==> config.mk <==
export PLATFORM = sky130hd
export DESIGN_NAME = ptm_param_matcher
export DESIGN_NICKNAME = d
export VERILOG_FILES = /design/src/rtl/ptm_pkg.sv /design/src/rtl/ptm_window_cmp.sv /design/src/rtl/ptm_param_matcher.sv
export SDC_FILE = /design/constraint.sdc
export NUM_CORES = 1
export LEC_CHECK = 0
export CAP_MARGIN = 10
export CORE_ASPECT_RATIO = 1.5
export CORE_MARGIN = 2
export CORE_UTILIZATION = 59
export DETAILED_ROUTE_END_ITERATION = 10
export PLACE_DENSITY = 0.85
export SYNTH_ARGS = -nofsm -noshare
export SYNTH_HDL_FRONTEND = slang
export SYNTH_SLANG_ARGS = --single-unit
==> constraint.sdc <==
create_clock -name clk -period 6.6 [get_ports clk]
set_input_delay 1.32 -clock clk [delete_from_list [all_inputs] [get_ports clk]]
set_output_delay 1.32 -clock clk [all_outputs]
set_load 0.1 [all_outputs]
==> src/rtl/ptm_pkg.sv <==
// Shared types and helpers for the parametrised pattern matcher.
// Holds the FSM state encoding, the pattern-length width rule and a saturating increment.
package ptm_pkg;

    typedef enum logic [2:0] {
        IDLE  = 3'd0,
        LREQ  = 3'd1,
        LWAIT = 3'd2,
        SCAN  = 3'd3,
        DRAIN = 3'd4,
        DONE  = 3'd5
    } state_t;

    function automatic int plen_w(input int pat_max);
        return $clog2(pat_max + 1);
    endfunction

    function automatic logic [31:0] sat_inc(input logic [31:0] v, input logic [31:0] lim);
        return (v >= lim) ? lim : v + 32'd1;
    endfunction

endpackage

==> src/rtl/ptm_window_cmp.sv <==
// Shift window of received stream bits with a fill counter (hist) and masked pattern compare.
// match is only raised in the cycle right after a new bit entered the window.
module ptm_window_cmp
    import ptm_pkg::*;
#(
    parameter int PAT_MAX = 16,
    parameter int PLEN_W  = 5
) (
    input  logic               clk,
    input  logic               rst,
    input  logic               clr,
    input  logic               shift,
    input  logic               bit_in,
    input  logic [PAT_MAX-1:0] pat,
    input  logic [PLEN_W-1:0]  pat_len,
    input  logic               overlap,
    output logic               match
);

    logic [PAT_MAX-1:0] window;
    logic [PAT_MAX-1:0] mask;
    logic [PLEN_W-1:0]  hist;
    logic               new_bit;

    always_comb begin
        mask = '0;
        for (int i = 0; i < PAT_MAX; i++) begin
            mask[i] = (32'(i) < 32'(pat_len));
        end
    end

    assign match = new_bit && (hist == pat_len) && (((window ^ pat) & mask) == '0);

    always_ff @(posedge clk or posedge rst) begin
        if (rst) begin
            window  <= '0;
            hist    <= '0;
            new_bit <= 1'b0;
        end else if (clr) begin
            window  <= '0;
            hist    <= '0;
            new_bit <= 1'b0;
        end else begin
            new_bit <= shift;
            if (shift) begin
                window <= {window[PAT_MAX-2:0], bit_in};
            end
            // A non-overlapping match consumes its bits; a bit arriving on the same edge starts the next window.
            if (match && !overlap) begin
                hist <= shift ? PLEN_W'(1) : '0;
            end else if (shift) begin
                hist <= PLEN_W'(sat_inc(32'(hist), 32'(pat_len)));
            end
        end
    end

endmodule

==> src/rtl/ptm_param_matcher.sv <==
// Streams L bits out of a synchronous-read RAM (L stored at addr 0) and counts matches of a
// run-time programmable pattern, overlapping or not. FSM, address counter and result registers live here.
module ptm_param_matcher
    import ptm_pkg::*;
#(
    parameter int ADDR_W  = 10,
    parameter int DATA_W  = 10,
    parameter int PAT_MAX = 16,
    parameter int CNT_W   = 10
) (
    input  logic                         clk,
    input  logic                         rst,
    input  logic                         start,
    input  logic [PAT_MAX-1:0]           pat,
    input  logic [plen_w(PAT_MAX)-1:0]   pat_len,
    input  logic                         overlap,
    output logic                         en,
    output logic [ADDR_W-1:0]            addr,
    input  logic [DATA_W-1:0]            data,
    output logic                         flag,
    output logic                         busy,
    output logic                         fin,
    output logic [CNT_W-1:0]             result,
    output logic                         err,
    output state_t                       dbg_state
);

    localparam int PLEN_W   = plen_w(PAT_MAX);
    localparam int ADDR_MAX = (1 << ADDR_W) - 1;
    localparam int CNT_MAX  = (1 << CNT_W) - 1;

    // Memory handshake: en/addr are registered; data for a read is valid exactly one cycle later.
    state_t              state, state_d;
    logic                en_d, fin_d, busy_d;
    logic [ADDR_W-1:0]   addr_d;
    logic [ADDR_W-1:0]   len_q, l_clamp;
    logic [PAT_MAX-1:0]  pat_q;
    logic [PLEN_W-1:0]   plen_q;
    logic                ovl_q;
    logic                dv;
    logic [1:0]          drain_cnt;
    logic [CNT_W-1:0]    count;
    logic                start_ok, len_ok, shift, match;

    assign dbg_state = state;
    assign start_ok  = start && ((state == IDLE) || (state == DONE));
    assign len_ok    = (pat_len != '0) && (32'(pat_len) <= 32'(PAT_MAX));
    assign shift     = dv && ((state == SCAN) || (state == DRAIN));

    always_comb begin
        l_clamp = ADDR_W'(data);
        if (32'(data) > 32'(ADDR_MAX)) begin
            l_clamp = ADDR_W'(ADDR_MAX);
        end
    end

    always_comb begin
        state_d = state;
        en_d    = 1'b0;
        addr_d  = addr;
        fin_d   = 1'b0;
        case (state)
            IDLE, DONE: begin
                if (start) begin
                    if (!len_ok) begin
                        state_d = DONE;
                        fin_d   = 1'b1;
                    end else begin
                        state_d = LREQ;
                        en_d    = 1'b1;
                        addr_d  = '0;
                    end
                end else if (state == DONE) begin
                    state_d = IDLE;
                end
            end
            LREQ:  state_d = LWAIT;
            LWAIT: begin
                if (l_clamp == '0) begin
                    state_d = DONE;
                    fin_d   = 1'b1;
                end else begin
                    state_d = SCAN;
                    en_d    = 1'b1;
                    addr_d  = ADDR_W'(1);
                end
            end
            SCAN: begin
                if (addr == len_q) begin
                    state_d = DRAIN;
                end else begin
                    en_d   = 1'b1;
                    addr_d = addr + ADDR_W'(1);
                end
            end
            // Three cycles cover read latency, window load and the final flag/count update.
            DRAIN: begin
                if (drain_cnt == 2'd2) begin
                    state_d = DONE;
                    fin_d   = 1'b1;
                end
            end
            default: state_d = IDLE;
        endcase
        busy_d = (state_d == LREQ) || (state_d == LWAIT) || (state_d == SCAN) || (state_d == DRAIN);
    end

    always_ff @(posedge clk or posedge rst) begin
        if (rst) begin
            state     <= IDLE;
            en        <= 1'b0;
            addr      <= '0;
            fin       <= 1'b0;
            busy      <= 1'b0;
            flag      <= 1'b0;
            result    <= '0;
            err       <= 1'b0;
            count     <= '0;
            len_q     <= '0;
            pat_q     <= '0;
            plen_q    <= '0;
            ovl_q     <= 1'b0;
            dv        <= 1'b0;
            drain_cnt <= '0;
        end else begin
            state     <= state_d;
            en        <= en_d;
            addr      <= addr_d;
            fin       <= fin_d;
            busy      <= busy_d;
            dv        <= en;
            drain_cnt <= (state == DRAIN) ? drain_cnt + 2'd1 : 2'd0;
            if (state == LWAIT) begin
                len_q <= l_clamp;
            end
            if (start_ok) begin
                pat_q  <= pat;
                plen_q <= pat_len;
                ovl_q  <= overlap;
                err    <= !len_ok;
                count  <= '0;
                result <= '0;
                flag   <= 1'b0;
            end else begin
                flag   <= match;
                result <= count;
                if (match) begin
                    count <= CNT_W'(sat_inc(32'(count), 32'(CNT_MAX)));
                end
            end
        end
    end

    ptm_window_cmp #(
        .PAT_MAX (PAT_MAX),
        .PLEN_W  (PLEN_W)
    ) u_win (
        .clk     (clk),
        .rst     (rst),
        .clr     (start_ok),
        .shift   (shift),
        .bit_in  (data[0]),
        .pat     (pat_q),
        .pat_len (plen_q),
        .overlap (ovl_q),
        .match   (match)
    );

endmodule

; After elaboration in Yosys (flattened, before gate mapping)
; Cells that the tools add are included.
[word_totals]
register_bits = 95
word_cells = 118
[op_classes]
addsub = 4
n_lt_le_gt_ge = 19
n_eq_ne = 16
mux = 36
bitwise = 2
reduce_logical = 23
[ops]
columns = cell, count
row1 = 10-bit 2-to-1 mux, 8
row2 = 4-bit by 5-bit < comparator with 1-bit output (first input constant), 8
row3 = 16-bit 2-to-1 mux, 2
row4 = 10-bit case mux with 3 select lines, 1
row5 = 10-bit by 1-bit adder with 10-bit output (second input constant), 2
row6 = 3-bit by 5-bit < comparator with 1-bit output (first input constant), 4
row7 = 5-bit 2-to-1 mux, 4
row8 = 3-bit 2-to-1 mux, 6
row9 = 16-bit bitwise AND, 1
row10 = 16-bit logical NOT, 1
row11 = 16-bit XOR, 1
row12 = 3-bit case mux with 5 select lines, 1
row13 = 3-bit by 2-bit equality test with 1-bit output (second input constant), 4
row14 = 1-bit 2-to-1 mux, 11
row15 = 10-bit equality test, 1
row16 = 10-bit >= comparator (second input constant), 1
row17 = 10-bit logical NOT, 1
row18 = 1-bit by 5-bit < comparator with 1-bit output (first input constant), 2
row19 = 2-bit by 5-bit < comparator with 1-bit output (first input constant), 2
row20 = 3-bit equality test (second input constant), 3
row21 = 2-bit inequality test (second input constant), 4
row22 = 3-bit by 1-bit equality test with 1-bit output (second input constant), 2
row23 = 1-bit logical AND, 6
row24 = 1-bit case mux with 3 select lines, 2
row25 = other kinds (15), 22

; Depth between registers and ports, before layout
[depth]
word_depth = 9
ltp_mapped = 10
depth_no_buf = 8

; Modules after synthesis
; Synthesis repeated with hierarchy kept, for this count alone.
[unflattened]
hier_cells = 437
area_unflattened_um2 = 4879.7
[by_module_without_submodules]
columns = module, n_inst, cells_each, area_each_um2
row1 = ptm_param_matcher, 1, 280, 3372.0
row2 = ptm_window_cmp, 1, 157, 1507.7

; Worst setup path after synthesis
; No wires, ideal clock.
[synth_timing]
path_type = input to register
from = input port pat_len[0]
to = register addr[9]
setup_time_ps = 78
arrival_time_ps = 3175
required_ps = 6522
setup_slack_ps = 3347
stages = 6
cell_sequence = nor4_1 > xnor2_1 > a21oi_2 > or4_1 > or4_1 > a21oi_1
[synth_via]
elab_chain_cells = 4
word_cells_on_any_way = 5
[synth_lines]
columns = element, line_no
row1 = "start, declared", ptm_param_matcher.sv:15  ; input logic [plen_w(PAT_MAX)-1:0] pat_len,
row2 = 5-bit less-or-equal comparator or 5-bit nonzero test (tied branches), ptm_param_matcher.sv:47  ; assign len_ok = (pat_len != '0) && (32'(pat_len) <= 32'(PAT_MAX));
row3 = 1-bit logical AND *, ptm_param_matcher.sv:47
row4 = 2-bit inequality test (no line) *, -
row5 = 5-bit AND reduction (no line) *, -
row6 = "end signal, assigned", ptm_param_matcher.sv:128  ; addr <= addr_d;
row7 = "end, declared", ptm_param_matcher.sv:18  ; output logic [ADDR_W-1:0] addr,
; Mark *: on every way between the ends. The rest lies on a longest branch, timed or not.
; A chain may end at the register's enable or synchronous reset.

; Final worst setup path
; Same ends and word-level chain as after synthesis.

==> flow_summary.json <==
{
  "status": "complete, no violations",
  "clock_sinks": 95,
  "vdd.ir_drop.worst_v": 0.0005489,
  "postCtsSetupBuffers": 0,
  "wirelength_mm": 10.84,
  "ys.flop_type": "dfrtp_1",
  "drc": 0,
  "fmax_mhz": 255.0,
  "final_cell_mix": "nand2_1, dfrtp_1, clkdlybuf4s50_1",
  "gr-max-usage-layer": "met2",
  "final_max_slew_viol_count": 0,
  "ys_seq_area_share_pct": 50.53,
  "overflow": 0,
  "setup_tns_ns": 0,
  "synth_warnings": 0,
  "antenna_found_initial": 0,
  "final.setup_skew_ns": 0.004795,
  "stdcell_area_um2": 5639,
  "clockRootBuffer": "clkbuf_16",
  "critPathArrivalTime_ns": 4.19,
  "layout_commonest_cell": "nand2_1",
  "ys_types": 62,
  "worstHoldPathType": "flop to flop",
  "fp.coreArea_um2": 7661,
  "ant_nets": 0,
  "synth_edf_count": 0,
  "crit_path_max_incr_delay_ns": 0.76,
  "async_flop_share_pct": 100.0,
  "power_uw": 2804,
  "die-width_um": 76.91,
  "r2r-start": "plen_q[4]",
  "finalNetCount": 588,
  "cp_slowest_cell": "nor4_1",
  "via_per_inst": 5.874,
  "cts_buffer_depth": 2,
  "drt_first_pass_iters": 4,
  "rows": 39,
  "crit_top_cell": "or4_1",
  "dpl_cell_area_um2": 5354,
  "grt_max_degree": 76,
  "grt_usage_pct": 26.63,
  "h-tree-depth": 3,
  "setup_violations": 0,
  "place_inst": 635,
  "synth.ff_latch_count": 95,
  "finalHoldViolations": 0,
  "worst-endpoint-required_ns": 6.86,
  "met1_usage_pct": 30.79,
  "crit_path_start": "pat_len[0]",
  "rsz0062_at_grt": "false",
  "powerDensity_nw_per_um2": 497.2,
  "yosysTopAreaCellShare_pct": 50.53,
  "numCtsBuffers": 9,
  "synthTopCellsByArea": "dfrtp_1, nand2_1, xnor2_1",
  "met2_usage_pct": 48.36,
  "min-delay-start": "en",
  "synth_top_cell_by_area": "dfrtp_1",
  "path_cells": "clkdlybuf4s50_1, nor4_1, xnor2_1, a21oi_2, or4_1, or4_1, a21oi_1",
  "grt_pass1_wl_mm": 18.25,
  "cts_hold_buf": 0,
  "wl_per_cell_um": 16.65,
  "layout-drive-gt1-share_pct": 7.468,
  "area_growth_pct": 19.87,
  "die_h_um": 113.4,
  "dieArea_um2": 8719,
  "cp_num_buf_inv": 1,
  "cp-end-kind": "flop",
  "slew_headroom_pct": 23.21,
  "tritoncts": "done",
  "portBuffers": 62,
  "syn-cell-area_um2": 4705,
  "grt_pass1_vias": 3824,
  "syn_avg_cell_area_um2": 9.543,
  "min_period_over_period_pct": 59.42,
  "worstSetupPathType": "input pin to flop",
  "io_pins": 63,
  "postSynthCellCount": 493,
  "worstPathMaxFanout": 6,
  "leakage_uw": 0.002534,
  "critical_path.top_delay_family": "simple AND/OR/NAND/NOR gates",
  "gr-usage-met3_pct": 4.705,
  "clk_pin_slew_ns": 0.07,
  "vias": 3824,
  "syn_nets": 537,
  "insertion_delay_ns": 0.34,
  "min_period_ns": 3.922,
  "final_cells": 651,
  "worst_slew_pin_slew_ns": 1.143,
  "cp-start-kind": "input pin",
  "drtIter0Drc": 291,
  "maxCapViolCount": 0,
  "start_util_pct": 61.41,
  "cts.repair.resized": 0,
  "dp_hpwl_mm": 7.483,
  "gp_congestion": 0.8451,
  "antenna_cells": 0
}
cells by family after synthesis:
family / Yosys count / synth area share, %
AOI/OAI and AO/OA: 79 / 11.20
xor gates and xnor gates: 31 / 5.931
adders and majority gates: 9 / 2.394
buffers and inverters: 40 / 3.803
DFF: 95 / 50.53
muxes: 14 / 3.324
and+or+nand+nor: 225 / 22.82
worst paths after layout:
check | slack, ns | endpoint | cells after the start
min reg2reg | 0.37 | dv | 0
min | 0.37 | dv | 0
max | 2.68 | addr[9] | 7
min in group asynchronous | 1.25 | fin | 2
max reg2reg | 3.37 | count[4] | 8
max in group asynchronous | 4.12 | u_win.window[9] | 3
sequential cells by signal (all words and copies together) (netlist names), 2 cells and up:
register	flops
result	10
u_win.window	16
pat_q	16
u_win.hist	5
plen_q	5
addr	10
dbg_state	3
count	10
drain_cnt	2
len_q	10
routing by layer:
metal  vias to the layer above  share of wire [%]
met5                         -                  0
met1                      1877                 38
met3                        26                4.8
met2                       109                 54
li1                       1812                  -
met4                         0                2.5
stage by stage:
step / util (%) / hold WS [ns] / setup WS [ns]
after floorplan: - / 0.4032 / 2.803
after global placement: 69.88 / 0.3613 / 2.434
after detailed placement: 69.88 / 0.3647 / 2.303
after CTS: 73.61 / 0.3768 / 2.656
after global routing: 73.61 / 0.3852 / 2.509
final: 73.61 / 0.3743 / 2.678
cell usage after synthesis, types with 4 or more instances:
master / number
o21ai_0: 17
nand4_1: 4
a21o_1: 4
nor3_1: 9
inv_1: 15
ha_1: 9
buf_2: 5
nand3_1: 27
and2_1: 13
or4_1: 5
xor2_1: 12
dfrtp_1: 95
clkbuf_1: 14
a21oi_1: 23
mux2_2: 13
nand2_1: 108
nor4_1: 6
nor2_1: 26
and3_1: 6
xnor2_1: 18
o31ai_1: 4
layout make-up:
cell class	count	area (µm²)
multi-input combinational	358	2148
clock buffer	12	256.5
tap	102	127.6
clock inverter	4	28.78
inverter	15	57.56
sequential	95	2377
timing repair buffer	65	643.1
fill	598	2022
power breakdown:
group	switching, µW	leakage [µW]	internal, µW
Clock	223	0.000135	277
Sequential	247	0.00117	808
Combinational	759	0.00123	490
Total	1230	0.00253	1580
Note: power is estimated with default switching activity, not from simulation.
